### src/rtl/csa_accum_pipe.sv
// Multi-beat carry-save accumulator: beats fold into a redundant sum/carry pair,
// resolved by one carry-propagate add per packet. Optional beat checker: CSA_BEATCHK_EN.
module csa_accum_pipe #(
  parameter int NUM_OPS   = 4,
  parameter int WIDTH     = 8,
  parameter int MAX_BEATS = 4,
  localparam int OUT_W    = WIDTH + $clog2(NUM_OPS * MAX_BEATS)
) (
  input  logic                     clk,
  input  logic                     rst,
  input  logic                     in_valid,
  output logic                     in_ready,
  input  logic [NUM_OPS*WIDTH-1:0] in_data,
  input  logic                     in_last,
  output logic                     out_valid,
  input  logic                     out_ready,
  output logic [OUT_W-1:0]         out_data,
  output logic                     out_err
);

  typedef enum logic [1:0] {IDLE, ACCUM, RESOLVE, HOLD} state_t;

  state_t           state_reg, state_next;
  logic [OUT_W-1:0] sum_reg, carry_reg;
  logic [OUT_W-1:0] base_sum, base_carry;
  logic [OUT_W-1:0] csa_sum, csa_carry;
  logic [OUT_W-1:0] chain_s, chain_c, chain_t;
  logic [OUT_W-1:0] ops [NUM_OPS];
  logic             accept;

  genvar gi;
  generate
    for (gi = 0; gi < NUM_OPS; gi++) begin : gen_ops
      assign ops[gi] = OUT_W'(in_data[gi*WIDTH +: WIDTH]);
    end
  endgenerate

  // Any beat accepted outside ACCUM opens a fresh packet, so the tree starts from zero.
  assign base_sum   = (state_reg == ACCUM) ? sum_reg   : '0;
  assign base_carry = (state_reg == ACCUM) ? carry_reg : '0;
  assign accept     = in_valid & in_ready;

  // Linear chain of 3:2 compressors; carries shift left with the MSB dropped (mod 2^OUT_W).
  always_comb begin
    chain_s = base_sum;
    chain_c = base_carry;
    chain_t = '0;
    for (int k = 0; k < NUM_OPS; k++) begin
      chain_t = chain_s ^ chain_c ^ ops[k];
      chain_c = ((chain_s & chain_c) | (chain_s & ops[k]) | (chain_c & ops[k])) << 1;
      chain_s = chain_t;
    end
    csa_sum   = chain_s;
    csa_carry = chain_c;
  end

  always_ff @(posedge clk or posedge rst) begin
    if (rst) state_reg <= IDLE;
    else     state_reg <= state_next;
  end

  always_comb begin
    state_next = state_reg;
    in_ready   = 1'b0;
    case (state_reg)
      IDLE, ACCUM: begin
        in_ready = 1'b1;
        if (in_valid) state_next = in_last ? RESOLVE : ACCUM;
      end
      RESOLVE: state_next = HOLD;
      HOLD: begin
        in_ready = out_ready;
        if (out_ready) begin
          if (in_valid) state_next = in_last ? RESOLVE : ACCUM;
          else          state_next = IDLE;
        end
      end
      default: state_next = IDLE;
    endcase
  end

  always_ff @(posedge clk or posedge rst) begin
    if (rst) begin
      sum_reg   <= '0;
      carry_reg <= '0;
      out_data  <= '0;
      out_valid <= 1'b0;
    end else begin
      if (accept) begin
        sum_reg   <= csa_sum;
        carry_reg <= csa_carry;
      end
      if (state_reg == RESOLVE) begin
        out_data  <= sum_reg + carry_reg;
        out_valid <= 1'b1;
      end else if (state_reg == HOLD && out_ready) begin
        out_valid <= 1'b0;
      end
    end
  end

`ifdef CSA_BEATCHK_EN
  localparam int CNT_W = $clog2(MAX_BEATS) + 2;
  logic [CNT_W-1:0] beat_cnt;

  // Saturating so a runaway packet still reports the violation rather than wrapping.
  always_ff @(posedge clk or posedge rst) begin
    if (rst) begin
      beat_cnt <= '0;
      out_err  <= 1'b0;
    end else begin
      if (accept) begin
        if (state_reg != ACCUM)   beat_cnt <= CNT_W'(1);
        else if (beat_cnt != '1)  beat_cnt <= beat_cnt + 1'b1;
      end
      if (state_reg == RESOLVE) out_err <= (beat_cnt > CNT_W'(MAX_BEATS));
    end
  end
`else
  assign out_err = 1'b0;
`endif

endmodule
### config.mk
export PLATFORM = sky130hd
export DESIGN_NAME = csa_accum_pipe
export DESIGN_NICKNAME = d
export VERILOG_FILES = /design/src/rtl/csa_accum_pipe.sv
export SDC_FILE = /design/constraint.sdc
export NUM_CORES = 1
export LEC_CHECK = 0
export ABC_AREA = 1
export CAP_MARGIN = 20
export CORE_MARGIN = 2
export CORE_UTILIZATION = 58
export DETAILED_ROUTE_END_ITERATION = 10
export PLACE_DENSITY = 0.84
export SLEW_MARGIN = 20
export SYNTH_ARGS = -nofsm -noshare
export SYNTH_HDL_FRONTEND = slang
export SYNTH_SLANG_ARGS = --single-unit
export TNS_END_PERCENT = 30
### constraint.sdc
create_clock -name clk -period 6.4 [get_ports clk]
set_clock_uncertainty 0.1 [all_clocks]
set_input_delay 1.28 -clock clk [delete_from_list [all_inputs] [get_ports clk]]
set_output_delay 1.28 -clock clk [all_outputs]
set_load 0.05 [all_outputs]
**After elaboration in Yosys (flattened, before gate mapping)**

Cells that the tools add are included.

- Multiplexer cells: 10
- Add/subtract/negate cells: 1
- Reduce and logical (&&, ||, !) cells: 5
- Equal/unequal tests: 5
- Bitwise operators: 29

Operators with widths:

| cell | number |
|---|---|
| $and A11 B8 Y11 | 8 |
| $or A11 B11 Y11 | 8 |
| $xor A12 B12 Y12 | 4 |
| $xor A12 B8 Y12 | 4 |
| $and A11 B11 Y11 | 4 |
| $mux W12 | 2 |
| $add A12 B12 Y12 | 1 |
| $mux W2 | 4 |
| $pmux W2 S3 | 1 |
| $eq A2 B2 Y1 const B | 2 |
| $ne A2 B2 Y1 const B | 2 |
| $eq A2 B1 Y1 const B | 1 |
| $logic_not A2 Y1 | 1 |
| $mux W1 | 2 |
| $pmux W1 S2 | 1 |
| $reduce_and A2 Y1 | 1 |
| $reduce_bool A2 Y1 | 1 |
| $reduce_or A2 Y1 | 1 |
| $and A1 B1 Y1 | 1 |
| $logic_and A1 B1 Y1 | 1 |

- Bits of input ports: 37
- Flip-flop bits (word level): 38
- Logic and storage cells: 55

**Longest topological paths before layout**

- Depth in word-level cells: 14
- Mapped depth: 12

**Least setup slack after synthesis**

OpenSTA, ideal clock, no wires.

- Path type: input to register
- Start: input port in_data[7]
- End: register sum_reg[7]
- Path buffers: 0
- Arrival time: 3,426 ps
- Library setup time: 121 ps
- Required time: 6,179 ps
- Stages on the path: 8
- Slack: 2,754 ps
- Cell sequence: fa_1 -> inv_1 -> fa_1 -> inv_1 -> fa_1 -> fa_1 -> nand2_1 -> o21ai_1

- Word-level cells in the longest chain between the ends: 7

RTL lines:

| item | RTL line | RTL |
|---|---|---|
| start: declaration | 13 | `input logic [NUM_OPS*WIDTH-1:0] in_data,` |
| $xor A12 B8 Y12 | 49 | `chain_t = chain_s ^ chain_c ^ ops[k];` |
| $xor A12 B12 Y12 | 49 |  |
| $xor A12 B8 Y12 | 49 |  |
| $xor A12 B12 Y12 | 49 |  |
| $xor A12 B8 Y12 | 49 |  |
| $xor A12 B12 Y12 | 49 |  |
| $xor A12 B8 Y12 | 49 |  |
| via chain_s[7] | 27 | `logic [OUT_W-1:0] chain_s, chain_c, chain_t;` |
| end signal: assignment | 90 | `sum_reg <= csa_sum;` |
| end: declaration | 24 | `logic [OUT_W-1:0] sum_reg, carry_reg;` |

The timed path passes the listed nets, and every way through them passes these cells.
A chain may end at the register's enable or synchronous reset.

**Worst setup path after layout**

- Start: input port out_ready
- End: output port in_ready

- Word-level cells in the longest chain between the ends: 1

RTL lines:

| item | RTL line | RTL |
|---|---|---|
| start: declaration | 16 | `input logic out_ready,` |
| $pmux W1 S2 | 65 | `case (state_reg)` |
| end: declaration | 12 | `output logic in_ready,` |

Every way passes these cells.

==> out/summary.txt <==
CTS clock-pin slew for the worst setup and hold paths -> 0.07 ns
Hold-fix buffers, CTS -> 0
Synthesis-to-finish area growth -> 20.5%
Final Net Count -> 487
Via Count -> 2327
Port Buffers -> 50
Die height -> 76.5 um
CTS Buf Count -> 5
Max Fclk -> 238 MHz
Antenna Cells -> 0
IO Count -> 52
Die width -> 76.5 um
CP Class -> primary input to output pin
Synth warnings -> 0
Crit-path leading delay family -> buffers and inverters
Met3 usage -> 3.79%
Crit path DAT -> 2.81 ns
Slowest stage delay, CP -> 0.80 ns
First-pass GRT wire length -> 10.6 mm
Post-Synthesis Cells -> 345
Leading cell types in the layout, fill and taps excluded -> nand2_1 (92), inv_1 (52), clkdlybuf4s50_1 (50)
Slowest CP cell -> clkdlybuf4s50_1
Buf/Inv on CP -> 3
Initial antenna violation count -> 0
Antenna viol nets, final -> 0
GR Util met1 -> 28.8%
Placement Setup Slack -> 2.19 ns
Htree depth -> 2
Post-CTS resize count -> 0
Die footprint -> 5860 sq um
Max_slew headroom -> 48.4%
Busiest grt layer -> met2
Total gr overflow -> 0
RePlAce Congestion -> 0.828
Min-delay worst type -> flip-flop to flip-flop
Synthesized area per cell -> 8.85 sq um
Pwr dens -> 439 nW/um^2
Critical path's most frequent cell -> clkdlybuf4s50_1
Cell taking the most area after synthesis -> dfrtp_1
DRT Wirelength -> 5.65 mm
Core Footprint -> 5110 sq um
Max Buffers Root-to-Sink -> 2
Sink Count -> 38
FF+latch count, synth -> 38
Post-route setup slack -> 2.21 ns
Max Slew Vio Count -> 0
Initial Utilization -> 59.8%
Top cell type's share of synthesized area -> 31.2%
Worst Hold Slack -> 0.380 ns
Worst path cell trace -> clkdlybuf4s50_1, a21oi_4, inv_1, clkdlybuf4s50_1
CP Data Required Time -> 5.02 ns
Grt met2 use -> 38.6%
Crit share post-route -> 65.5%
Maxcap violations -> 0
Post-Syn Area -> 3050 sq um
DR iter-0 viols -> 169
Fin Setup TNS -> 0 ns
CP max FO -> 3
Vias/cell -> 4.99
Final Hold Fails -> 0
Routed wire per std cell -> 12.1 um
Number of global-route vias before repair -> 2440
Pleak -> 0.00188 uW
Post-DP HPWL -> 4.63 mm
Largest cells by area after synthesis -> dfrtp_1 (31%), fa_1 (19%), nand2_1 (11%)
CTS tree -> done
Commonest non-fill, non-tap cell in the layout -> nand2_1
Largest net degree at the start of global routing -> 46
Clk root buf -> clkbuf_8
DR DRC count -> 0
Post-CTS Setup Bufs -> 0
Peak supply drop -> 0.229 mV
Post-synth net total -> 437
Final setup vio count -> 0
RSZ-0062 raised after global routing -> no
# rows -> 26
Crit path launch type -> primary input
Slew at the pin closest to its max-slew limit -> 0.772 ns
Register area share after synthesis -> 31.2%
Layout cells sized above 1 -> 7.58%
All-Layer GR Usage -> 22.4%
Synth cell types -> 28
Router iterations before antenna repair -> 5
Status -> complete, no violations
Final min period -> 4.19 ns
CP Capture Type -> output pin
Clock latency on the worst-skew pair -> 0.29 ns
layer usage:
layer | vias up | routed length (um)
met3 | 9 | 201
met1 | 1097 | 2500
met5 | - | 0
met2 | 56 | 2850
li1 | 1165 | -
met4 | 0 | 106
through the flow:
step / util (%) / instances / power [uW] / cell area [sq um]
5_1_grt: 72.0 / 466 / 1790 / 3680
2_1_floorplan: - / 345 / 1160 / 3050
4_1_cts: 72.0 / 466 / 1620 / 3680
6_report: 72.0 / 466 / 1610 / 3680
3_3_place_gp: 69.9 / 458 / 1360 / 3570
3_5_place_dp: 69.9 / 458 / 1410 / 3570
kinds of logic after synthesis:
kind of cell / count (synthesis) / share of synthesized area [%]
xor gates and xnor gates: 4 / 1.15
AOI/OAI and AO/OA: 36 / 8.12
and+or+nand+nor: 149 / 20.5
other: 1 / 0.123
adders and majority gates: 55 / 29.7
DFF: 38 / 31.2
buffers and inverters: 62 / 9.23
worst reg2reg max path: stages, from the launching register on:
cell and delay [ns]:
dfrtp_1 0.39, inv_2 0.11, nand2_1 0.45, nor2_1 0.35, fa_1 0.50, fa_1 0.53, inv_1 0.05, fa_1 0.49
inv_1 0.05, fa_1 0.44, nand2_1 0.07, o21ai_0 0.08
layout make-up:
class / instances / area (sq um)
repair buffers: 51 / 508
multi-input cells: 245 / 1820
clock buffers: 5 / 68.8
fillers: 401 / 1430
clock inverters: 3 / 40.0
well taps: 70 / 87.6
flip-flops and latches: 38 / 951
inverters: 54 / 203
cells in the mapped netlist (all sizes together):
master	n
a21oi	6
nand3b	3
or2	1
xor2	1
ha	26
o21ai	28
nand2	92
buf	8
inv	54
conb	1
xnor2	3
fa	29
nand4	2
a31oi	1
nor2	35
nand3	16
dfrtp	38
o211ai	1
final timing paths:
| check | depth (start not counted) | slack (ns) | from | endpoint |
|---|---|---|---|---|
| max in group asynchronous | 3 | 4.56 | rst | carry_reg[11] |
| worst max register to register | 11 | 2.64 | state_reg[1] | sum_reg[1] |
| worst min register to register | 2 | 0.38 | out_data[7] | out_data[7] |
| worst max-delay path | 4 | 2.21 | out_ready | in_ready |
| worst min-delay path | 2 | 0.38 | out_data[7] | out_data[7] |
| min in group asynchronous | 3 | 1.30 | rst | sum_reg[2] |
where the power goes:
group	internal (uW)	switching, uW	leakage (uW)
Sequential	333	51.9	0.000478
Combinational	407	622	0.00135
Clock	115	85.1	0.0000579
Total	855	759	0.00188
Power figures use the tool's default switching activity.
